==> src/rtl/lsu_dmem_if_if.sv <==
// Data-memory bus between the MEM-stage LSU (master) and the memory or
// interconnect (slave). Request fields must stay stable until the grant.
interface lsu_dmem_if_if;
  logic        dmem_req;
  logic        dmem_we;
  logic [31:0] dmem_addr;
  logic [3:0]  dmem_wstrb;
  logic [31:0] dmem_wdata;
  logic        dmem_gnt;
  logic        dmem_rvalid;
  logic [31:0] dmem_rdata;

  modport master (
    output dmem_req, dmem_we, dmem_addr, dmem_wstrb, dmem_wdata,
    input  dmem_gnt, dmem_rvalid, dmem_rdata
  );

  modport slave (
    input  dmem_req, dmem_we, dmem_addr, dmem_wstrb, dmem_wdata,
    output dmem_gnt, dmem_rvalid, dmem_rdata
  );
endinterface

==> src/rtl/lsu_dmem_if.sv <==
// MEM-stage load/store unit: one op at a time over a req/gnt/rvalid bus,
// with store lane steering, right-justified load data and a bus watchdog.
module lsu_dmem_if #(
  parameter int TIMEOUT_CYCLES = 255
) (
  input  logic        clk,
  input  logic        rst,
  input  logic        ex_valid,
  input  logic        ex_is_load,
  input  logic        ex_is_store,
  input  logic [31:0] ex_addr,
  input  logic [31:0] ex_wdata,
  input  logic [2:0]  ex_mem_len,
  output logic        lsu_stall,
  lsu_dmem_if_if.master bus,
  output logic [31:0] ld_data,
  output logic        ld_valid,
  output logic        misalign_err,
  output logic        bus_timeout
);

  typedef enum logic [1:0] {S_IDLE, S_REQ, S_WAIT, S_DONE} state_t;

  localparam bit WD_EN = (TIMEOUT_CYCLES != 0);
  localparam int CNT_W = (TIMEOUT_CYCLES > 1) ? $clog2(TIMEOUT_CYCLES) : 1;
  localparam logic [CNT_W-1:0] CNT_LAST = CNT_W'(TIMEOUT_CYCLES - 1);

  state_t r_state, w_state_nxt;

  logic             r_req;
  logic             r_we;
  logic [31:0]      r_addr;
  logic [1:0]       r_off;
  logic [3:0]       r_wstrb;
  logic [31:0]      r_wdata;
  logic [CNT_W-1:0] r_cnt;
  logic [31:0]      r_ld_data;
  logic             r_ld_ok;
  logic             r_mis;
  logic             r_to;

  logic        w_start;
  logic        w_len_onehot;
  logic        w_misalign;
  logic        w_wd_hit;
  logic [3:0]  w_wstrb;
  logic [31:0] w_wdata;

  assign w_start      = ex_valid & (ex_is_load | ex_is_store);
  assign w_len_onehot = (ex_mem_len == 3'b001) | (ex_mem_len == 3'b010) |
                        (ex_mem_len == 3'b100);
  assign w_misalign   = ~w_len_onehot | (ex_mem_len[1] & ex_addr[0]) |
                        (ex_mem_len[2] & (|ex_addr[1:0]));
  // The counter holds the number of REQ/WAIT cycles already spent, so the
  // last permitted cycle is the one where it equals TIMEOUT_CYCLES-1.
  assign w_wd_hit     = WD_EN && (r_cnt == CNT_LAST);

  // NOTE: every signal assigned in a combinational block gets a default first,
  // otherwise an incomplete case/if silently infers a latch.
  always_comb begin
    w_wstrb = 4'b0000;
    w_wdata = 32'h0;
    if (!ex_is_load) begin
      case (ex_mem_len)
        3'b001: begin
          w_wstrb = 4'b0001 << ex_addr[1:0];
          w_wdata = {4{ex_wdata[7:0]}};
        end
        3'b010: begin
          w_wstrb = 4'b0011 << ex_addr[1:0];
          w_wdata = {2{ex_wdata[15:0]}};
        end
        default: begin
          w_wstrb = 4'b1111;
          w_wdata = ex_wdata;
        end
      endcase
    end
  end

  // NOTE: sequential state uses non-blocking assignments so every flop samples
  // pre-edge values regardless of statement order.
  always_ff @(posedge clk or posedge rst) begin
    if (rst) r_state <= S_IDLE;
    else     r_state <= w_state_nxt;
  end

  // A grant or read response in the watchdog's last cycle still completes.
  always_comb begin
    w_state_nxt = r_state;
    case (r_state)
      S_IDLE: if (w_start) w_state_nxt = w_misalign ? S_DONE : S_REQ;
      S_REQ: begin
        if (bus.dmem_gnt)  w_state_nxt = r_we ? S_DONE : S_WAIT;
        else if (w_wd_hit) w_state_nxt = S_DONE;
      end
      S_WAIT: begin
        if (bus.dmem_rvalid) w_state_nxt = S_DONE;
        else if (w_wd_hit)   w_state_nxt = S_DONE;
      end
      default: w_state_nxt = S_IDLE;
    endcase
  end

  always_comb begin
    lsu_stall    = 1'b0;
    ld_valid     = 1'b0;
    misalign_err = 1'b0;
    bus_timeout  = 1'b0;
    case (r_state)
      S_IDLE:        lsu_stall = w_start;
      S_REQ, S_WAIT: lsu_stall = 1'b1;
      default: begin
        ld_valid     = r_ld_ok;
        misalign_err = r_mis;
        bus_timeout  = r_to;
      end
    endcase
  end

  always_ff @(posedge clk or posedge rst) begin
    if (rst) begin
      r_req     <= 1'b0;
      r_we      <= 1'b0;
      r_addr    <= '0;
      r_off     <= '0;
      r_wstrb   <= '0;
      r_wdata   <= '0;
      r_cnt     <= '0;
      r_ld_data <= '0;
      r_ld_ok   <= 1'b0;
      r_mis     <= 1'b0;
      r_to      <= 1'b0;
    end else begin
      r_req <= (w_state_nxt == S_REQ);
      case (r_state)
        S_IDLE: begin
          r_cnt   <= '0;
          r_ld_ok <= 1'b0;
          r_to    <= 1'b0;
          r_mis   <= w_start & w_misalign;
          if (w_start && !w_misalign) begin
            r_we    <= ~ex_is_load;
            r_addr  <= {ex_addr[31:2], 2'b00};
            r_off   <= ex_addr[1:0];
            r_wstrb <= w_wstrb;
            r_wdata <= w_wdata;
          end
        end
        S_REQ: begin
          r_cnt <= r_cnt + CNT_W'(1);
          if (!bus.dmem_gnt && w_wd_hit) begin
            r_to      <= 1'b1;
            r_ld_data <= '0;
          end
        end
        S_WAIT: begin
          r_cnt <= r_cnt + CNT_W'(1);
          if (bus.dmem_rvalid) begin
            r_ld_data <= bus.dmem_rdata >> {r_off, 3'b000};
            r_ld_ok   <= 1'b1;
          end else if (w_wd_hit) begin
            r_to      <= 1'b1;
            r_ld_data <= '0;
          end
        end
        default: ;
      endcase
    end
  end

  assign bus.dmem_req   = r_req;
  assign bus.dmem_we    = r_we;
  assign bus.dmem_addr  = r_addr;
  assign bus.dmem_wstrb = r_wstrb;
  assign bus.dmem_wdata = r_wdata;
  assign ld_data        = r_ld_data;

endmodule

==> src/flat_wrapper.sv <==
// flat-port wrapper written by rule: the top's interface ports become plain ports
module lsu_dmem_if_flat 
#(
  parameter int TIMEOUT_CYCLES = 255
)
  (clk, rst, ex_valid, ex_is_load, ex_is_store, ex_addr, ex_wdata, ex_mem_len, lsu_stall, ld_data, ld_valid, misalign_err, bus_timeout, bus_dmem_req, bus_dmem_we, bus_dmem_addr, bus_dmem_wstrb, bus_dmem_wdata, bus_dmem_gnt, bus_dmem_rvalid, bus_dmem_rdata);
  lsu_dmem_if_if bus_i ();
  input  logic clk;
  input  logic rst;
  input  logic ex_valid;
  input  logic ex_is_load;
  input  logic ex_is_store;
  input  logic [31:0] ex_addr;
  input  logic [31:0] ex_wdata;
  input  logic [2:0] ex_mem_len;
  output logic lsu_stall;
  output logic [31:0] ld_data;
  output logic ld_valid;
  output logic misalign_err;
  output logic bus_timeout;
  output wire logic [$bits(bus_i.dmem_req)-1:0] bus_dmem_req;
  output wire logic [$bits(bus_i.dmem_we)-1:0] bus_dmem_we;
  output wire logic [$bits(bus_i.dmem_addr)-1:0] bus_dmem_addr;
  output wire logic [$bits(bus_i.dmem_wstrb)-1:0] bus_dmem_wstrb;
  output wire logic [$bits(bus_i.dmem_wdata)-1:0] bus_dmem_wdata;
  input wire logic [$bits(bus_i.dmem_gnt)-1:0] bus_dmem_gnt;
  input wire logic [$bits(bus_i.dmem_rvalid)-1:0] bus_dmem_rvalid;
  input wire logic [$bits(bus_i.dmem_rdata)-1:0] bus_dmem_rdata;
  assign bus_dmem_req = bus_i.dmem_req;
  assign bus_dmem_we = bus_i.dmem_we;
  assign bus_dmem_addr = bus_i.dmem_addr;
  assign bus_dmem_wstrb = bus_i.dmem_wstrb;
  assign bus_dmem_wdata = bus_i.dmem_wdata;
  assign bus_i.dmem_gnt = bus_dmem_gnt;
  assign bus_i.dmem_rvalid = bus_dmem_rvalid;
  assign bus_i.dmem_rdata = bus_dmem_rdata;
  lsu_dmem_if #(.TIMEOUT_CYCLES(TIMEOUT_CYCLES)) u_core (.clk(clk), .rst(rst), .ex_valid(ex_valid), .ex_is_load(ex_is_load), .ex_is_store(ex_is_store), .ex_addr(ex_addr), .ex_wdata(ex_wdata), .ex_mem_len(ex_mem_len), .lsu_stall(lsu_stall), .bus(bus_i), .ld_data(ld_data), .ld_valid(ld_valid), .misalign_err(misalign_err), .bus_timeout(bus_timeout));
endmodule
==> config.mk <==
export PLATFORM = sky130hd
export DESIGN_NAME = lsu_dmem_if_flat
export DESIGN_NICKNAME = d
export VERILOG_FILES = /design/src/rtl/lsu_dmem_if_if.sv /design/src/rtl/lsu_dmem_if.sv /design/src/flat_wrapper.sv
export SDC_FILE = /design/constraint.sdc
export NUM_CORES = 1
export LEC_CHECK = 0
export CAP_MARGIN = 10
export CORE_ASPECT_RATIO = 1.2
export CORE_MARGIN = 2
export CORE_UTILIZATION = 47
export CTS_BUF_LIST = sky130_fd_sc_hd__clkbuf_8
export DETAILED_ROUTE_END_ITERATION = 10
export PLACE_DENSITY_LB_ADDON = 0.2
export SYNTH_ARGS = -nofsm -noshare
export SYNTH_HDL_FRONTEND = slang
export SYNTH_SLANG_ARGS = --single-unit
==> constraint.sdc <==
create_clock -name clk -period 5.08 [get_ports clk]
set_input_delay 1.016 -clock clk [delete_from_list [all_inputs] [get_ports clk]]
set_output_delay 1.016 -clock clk [all_outputs]
set_load 0.02 [all_outputs]
======== Word-level counts from Yosys, hierarchy flattened ========
Cells that the tools add are included.
word-level totals
  bits in registers ....................... 115
  bits in latches ......................... 0
  bits in writable memories ............... 0
  memory bits (read-only) ................. 0
  output and inout port bits .............. 106
  logic and storage cells ................. 81
  memories ................................ 0
cells by class
  add/subtract/negate cells ............... 1
  multiply operators ...................... 0
  div/mod/pow operators ................... 0
  $lt $le $gt $ge ......................... 0
  equality and inequality tests ........... 12
  shift operators ......................... 3
  mux-type cells .......................... 26
  bitwise gates (word level) .............. 11
  reduce and logical (&&, ||, !) cells .... 16
operators with widths
  cell                   number
  $mux W32               4
  $pmux W32 S2           2
  $shr A32 B5 Y32        1
  $pmux W8 S2            1
  $mux W2                5
  $add A8 B1 Y8 const B  1
  $eq A8 B8 Y1 const B   1
  $mux W1                8
  $pmux W4 S2            1
  $pmux W2 S3            1
  $reduce_bool A2 Y1     3
  $or A1 B1 Y1           5
  $and A1 B1 Y1          4
  $eq A2 B1 Y1 const B   2
  $mux W4                1
  $ne A2 B1 Y1 const B   2
  $ne A2 B2 Y1 const B   2
  $pmux W1 S2            2
  $reduce_and A2 Y1      2
  $reduce_and A4 Y1      1
  $reduce_or A2 Y1       2
  $shl A1 B2 Y4 const A  1
  $shl A2 B2 Y4 const A  1
  $eq A3 B1 Y1 const B   1
  other kinds (12)       15

======== Logic depth before layout (Yosys ltp) ========
  word-level depth ........................ 10
  mapped depth ............................ 9

======== Least setup slack after synthesis ========
No wires, ideal clock.
  path type ............................... input to output
  start ................................... in ex_is_store
  end ..................................... out lsu_stall
  arrival time ............................ 1.594 ns
  required time ........................... 4.064 ns
  setup slack ............................. 2.470 ns
  stages on the path ...................... 2
  path through ............................ o211ai_1 -> a21oi_1
between the ends
  cells in the longest elaborated chain, start to end .. 3
RTL lines
  item                line                text
  start: declaration  flat_wrapper.sv:12  input logic ex_is_store;
  $or A1 B1 Y1        lsu_dmem_if.sv:49   assign w_start = ex_valid & (ex_is_load | ex_is_store);
  $and A1 B1 Y1       lsu_dmem_if.sv:49
  $pmux W1 S2         lsu_dmem_if.sv:110  case (r_state)
  end: declaration    flat_wrapper.sv:16  output logic lsu_stall;
No other way between the ends.

======== Worst setup path in the final report ========
Same ends and word-level chain as after synthesis.

==> impl_metrics.prom <==
# TYPE chip_impl_metric gauge
chip_impl_metric{name="power.static_leakage",unit="uW"} 0.00371
chip_impl_metric{name="grt_util_met1",unit="%"} 27.7
chip_impl_metric{name="slew_headroom",unit="%"} 34.9
chip_impl_metric{name="cts.sinks",unit=""} 115
chip_impl_metric{name="fillers",unit=""} 934
chip_impl_metric{name="wl_per_cell",unit="um"} 18.1
chip_impl_metric{name="reg2reg_slack",unit="ps"} 2360
chip_impl_info{name="synth_area_leader_cell",value="dfrtp_1"} 1
chip_impl_info{name="hold_path_startpoint",value="u_core.bus.dmem_wdata[6]"} 1
chip_impl_metric{name="period_share",unit="%"} 71.5
chip_impl_metric{name="finalSetupTns",unit="ps"} 0
chip_impl_metric{name="post_drt_via_cell_ratio",unit=""} 5.32
chip_impl_metric{name="synth-edff-count",unit=""} 0
chip_impl_info{name="yosys_most_used_dff",value="dfrtp_1"} 1
chip_impl_metric{name="grt_start_max_net_pins",unit=""} 60
chip_impl_info{name="hold_path_class",value="flop to flop"} 1
chip_impl_metric{name="instances_no_fill",unit=""} 897
chip_impl_metric{name="gr-usage-met2",unit="%"} 41.9
chip_impl_metric{name="rows",unit=""} 44
chip_impl_metric{name="initialDrtViolationCount",unit=""} 236
chip_impl_metric{name="cts_inserted_buffers",unit=""} 17
chip_impl_metric{name="cells_after_synth",unit=""} 522
chip_impl_metric{name="ys_async_sr_fraction",unit="%"} 100
chip_impl_metric{name="final.min_clock_period",unit="ps"} 3630
chip_impl_metric{name="htree_num_levels",unit=""} 4
chip_impl_metric{name="maxCapViolations",unit=""} 0
chip_impl_metric{name="detail_route.drc_violations",unit=""} 0
chip_impl_metric{name="grt_first_pass_wirelength",unit="mm"} 25.6
chip_impl_metric{name="die_height",unit="um"} 127
chip_impl_metric{name="globalRoute.totalOverflow",unit=""} 0
chip_impl_metric{name="drt.antenna.violating_nets",unit=""} 0
chip_impl_metric{name="synthesis_to_finish_area_growth",unit="%"} 43.8
chip_impl_metric{name="setup_viol",unit=""} 0
chip_impl_metric{name="yosysTopAreaCellShare",unit="%"} 48.7
chip_impl_metric{name="placement.io_buffers",unit=""} 209
chip_impl_info{name="worst_setup_path_start_kind",value="input pin"} 1
chip_impl_metric{name="cp.required",unit="ps"} 4060
chip_impl_metric{name="maxClockFrequency",unit="GHz"} 0.275
chip_impl_metric{name="ys_seq_elements",unit=""} 115
chip_impl_info{name="synth.top_cells.by_area",value="dfrtp_1, mux2i_1, mux2_2, mux2_4, o21ai_0"} 1
chip_impl_metric{name="x_dimension_of_the_die",unit="um"} 106
chip_impl_metric{name="insertedDiodeCount",unit=""} 0
chip_impl_info{name="critPathLaunch",value="ex_is_store"} 1
chip_impl_metric{name="initial_core_util",unit="%"} 48.5
chip_impl_metric{name="postCtsSetupRepairBufs",unit=""} 0
chip_impl_metric{name="crit_path_max_fanout",unit=""} 4
chip_impl_metric{name="antenna_found_initial",unit=""} 0
chip_impl_metric{name="syn_area",unit="mm^2"} 0.00591
chip_impl_metric{name="via_count_of_the_first_global_routing_pass",unit=""} 4979
chip_impl_metric{name="numPlacedInstances",unit=""} 867
chip_impl_metric{name="worst_ep_arrival_time",unit="ps"} 2610
chip_impl_metric{name="final_wl",unit="mm"} 16.3
chip_impl_info{name="grt_busiest_layer",value="met2"} 1
chip_impl_metric{name="ys_warn_count",unit=""} 0
chip_impl_metric{name="die-area",unit="mm^2"} 0.0135
chip_impl_info{name="setup.worst_path.class",value="input pin to output pin"} 1
chip_impl_metric{name="hold_fix_buffers_cts",unit=""} 0
chip_impl_metric{name="worst_pin_slew",unit="ps"} 977
chip_impl_info{name="ctsRootBufferMaster",value="clkbuf_8"} 1
chip_impl_metric{name="router_iterations_before_antenna_repair",unit=""} 5
chip_impl_info{name="tritoncts",value="yes"} 1
chip_impl_metric{name="layout-drive-gt1-share",unit="%"} 14.5
chip_impl_info{name="status",value="completed"} 1
chip_impl_metric{name="place.detailed.hpwl",unit="mm"} 11.8
chip_impl_metric{name="worst_clock_skew",unit="ps"} 9.70
chip_impl_metric{name="core-area",unit="mm^2"} 0.0122
chip_impl_metric{name="global_route.usage.met3",unit="%"} 8.68
chip_impl_metric{name="worstSkewPairLatency",unit="ps"} 430
chip_impl_info{name="crit_path_end_kind",value="output pin"} 1
chip_impl_metric{name="worst_vdd_ir",unit="V"} 0.000326
chip_impl_metric{name="clkSlewWorstSetupHoldPaths",unit="ps"} 70
chip_impl_metric{name="cts_repair_resize_count",unit=""} 0
chip_impl_metric{name="final-max-slew-violation-count",unit=""} 0
chip_impl_metric{name="post_synth_num_cell_types",unit=""} 45
chip_impl_info{name="grt_setup_unrepaired",value="false"} 1
chip_impl_metric{name="globalRouteTotalUtil",unit="%"} 24.5
chip_impl_info{name="regToRegStartpoint",value="u_core.r_state[0]"} 1
chip_impl_metric{name="power_density",unit="mW/mm^2"} 593
chip_impl_metric{name="boundaryPins",unit=""} 212
chip_impl_metric{name="cts_max_path_buffers",unit=""} 2
chip_impl_metric{name="synth_sequential_area_ratio",unit="%"} 48.7
chip_impl_metric{name="globalplace.congestion",unit=""} 0.862
chip_impl_metric{name="hold_violations",unit=""} 0
chip_impl_metric{name="vias",unit=""} 4776
chip_impl_metric{name="syn_area_per_cell",unit="um^2"} 11.3
chip_impl_metric{name="layout.nets",unit=""} 839
[power by group]
group	internal, uW	leakage, uW	switching (uW)
combinational	1270	0.00203	1270
clock	566	0.000218	366
sequential	1320	0.00147	248
total	3150	0.00371	1890
[path summary, 6_finish.rpt]
kind	to	depth (start not counted)
min reg2reg	u_core.bus.dmem_wdata[6]	1
max	lsu_stall	4
max in group asynchronous	u_core.ld_data[8]	3
min	u_core.bus.dmem_wdata[6]	1
max reg2reg	u_core.ld_data[8]	6
min in group asynchronous	u_core.bus.dmem_addr[16]	2
[synth_stat cells (2+ instances only)]
master,instances
nand2_1,15
buf_6,4
xnor2_1,2
a31oi_1,3
mux2_2,44
nor2b_1,20
nand3b_1,2
dfrtp_1,115
clkbuf_1,10
nor2_1,33
nand2b_1,5
buf_1,2
o22ai_1,9
o21ai_0,36
mux2i_1,60
a21oi_1,8
nor3_1,3
a21o_1,3
buf_2,9
buf_4,8
ha_1,8
nand3_1,13
and2_1,3
a22oi_1,9
inv_1,47
o31ai_1,4
a221oi_1,8
mux2_4,22
[layout make-up]
class	count	area, um^2	area share [%]
Tap cell	161	201	2.37
Multi-Input combinational cell	328	2660	31.3
Inverter	47	179	2.11
Timing Repair Buffer	216	2140	25.2
Clock inverter	10	158	1.86
Clock buffer	20	275	3.24
Sequential cell	115	2880	33.9
[logic make-up (layout without fill, tap and decap cells)]
family                   Yosys count  count (layout)  share of synthesized area, %
AO/OA/AOI/OAI                     88              88                          9.91
XOR/XNOR                           2               2                         0.297
adder cells (fa/ha/maj)            8               8                          1.69
buffers and inverters             80             293                          6.29
flip-flops                       115             115                          48.7
multiplexers                     126             126                          24.1
other                              1               2                        0.0635
AND/OR/NAND/NOR                  102             102                          8.88
[cell usage in the layout, fill, tap and decap left out, types with 3 or more instances in the layout]
cell	instances
clkdlybuf4s50_1	209
clkbuf_8	20
bufinv_16	4
nor2_1	33
dfrtp_1	115
nand2b_1	5
o21ai_0	36
and2_1	3
a31oi_1	3
a221oi_1	8
mux2_4	22
inv_1	47
a21o_1	3
mux2_2	44
a22oi_1	9
mux2i_1	60
o22ai_1	9
a21oi_1	8
ha_1	8
nor2b_1	20
o31ai_1	4
buf_4	7
nand2_1	15
nand3_1	13
nor3_1	3
[through the flow]
step | total power, uW | instance area [um^2] | util (%) | hold slack (ps) | setup WS, ps
2_1_floorplan | 3040 | 5910 | - | 471 | 1020
3_5_place_dp | 4120 | 8060 | 66.3 | 495 | 1390
4_1_cts | 5070 | 8500 | 69.8 | 512 | 1430
6_report | 5040 | 8500 | 69.8 | 509 | 1450
3_3_place_gp | 4050 | 8060 | 66.3 | 487 | 1460
5_1_grt | 5300 | 8500 | 69.8 | 527 | 1360
[registers in the layout, summed over array words and instances, names as in the netlist]
signal	count
u_core.bus.dmem_wdata	32
u_core.ld_data	32
u_core.bus.dmem_addr	30
u_core.r_cnt	8
u_core.bus.dmem_wstrb	4
u_core.r_off	2
u_core.r_state	2
u_core.bus.dmem_req	1
u_core.bus.dmem_we	1
u_core.r_ld_ok	1
u_core.r_mis	1
u_core.r_to	1
[per-layer routing]
metal  wire length (um)  share of wire [%]
met5                  0                  0
met4                537                3.3
met3               1320                8.1
met2               8190                 50
met1               6210                 38
[worst max-delay path, cell delays in order]
cell	delay, ps
clkdlybuf4s50_1	420
o211ai_1	480
a21oi_1	140
clkdlybuf4s50_1	560
(Power assumes the default switching activity.)
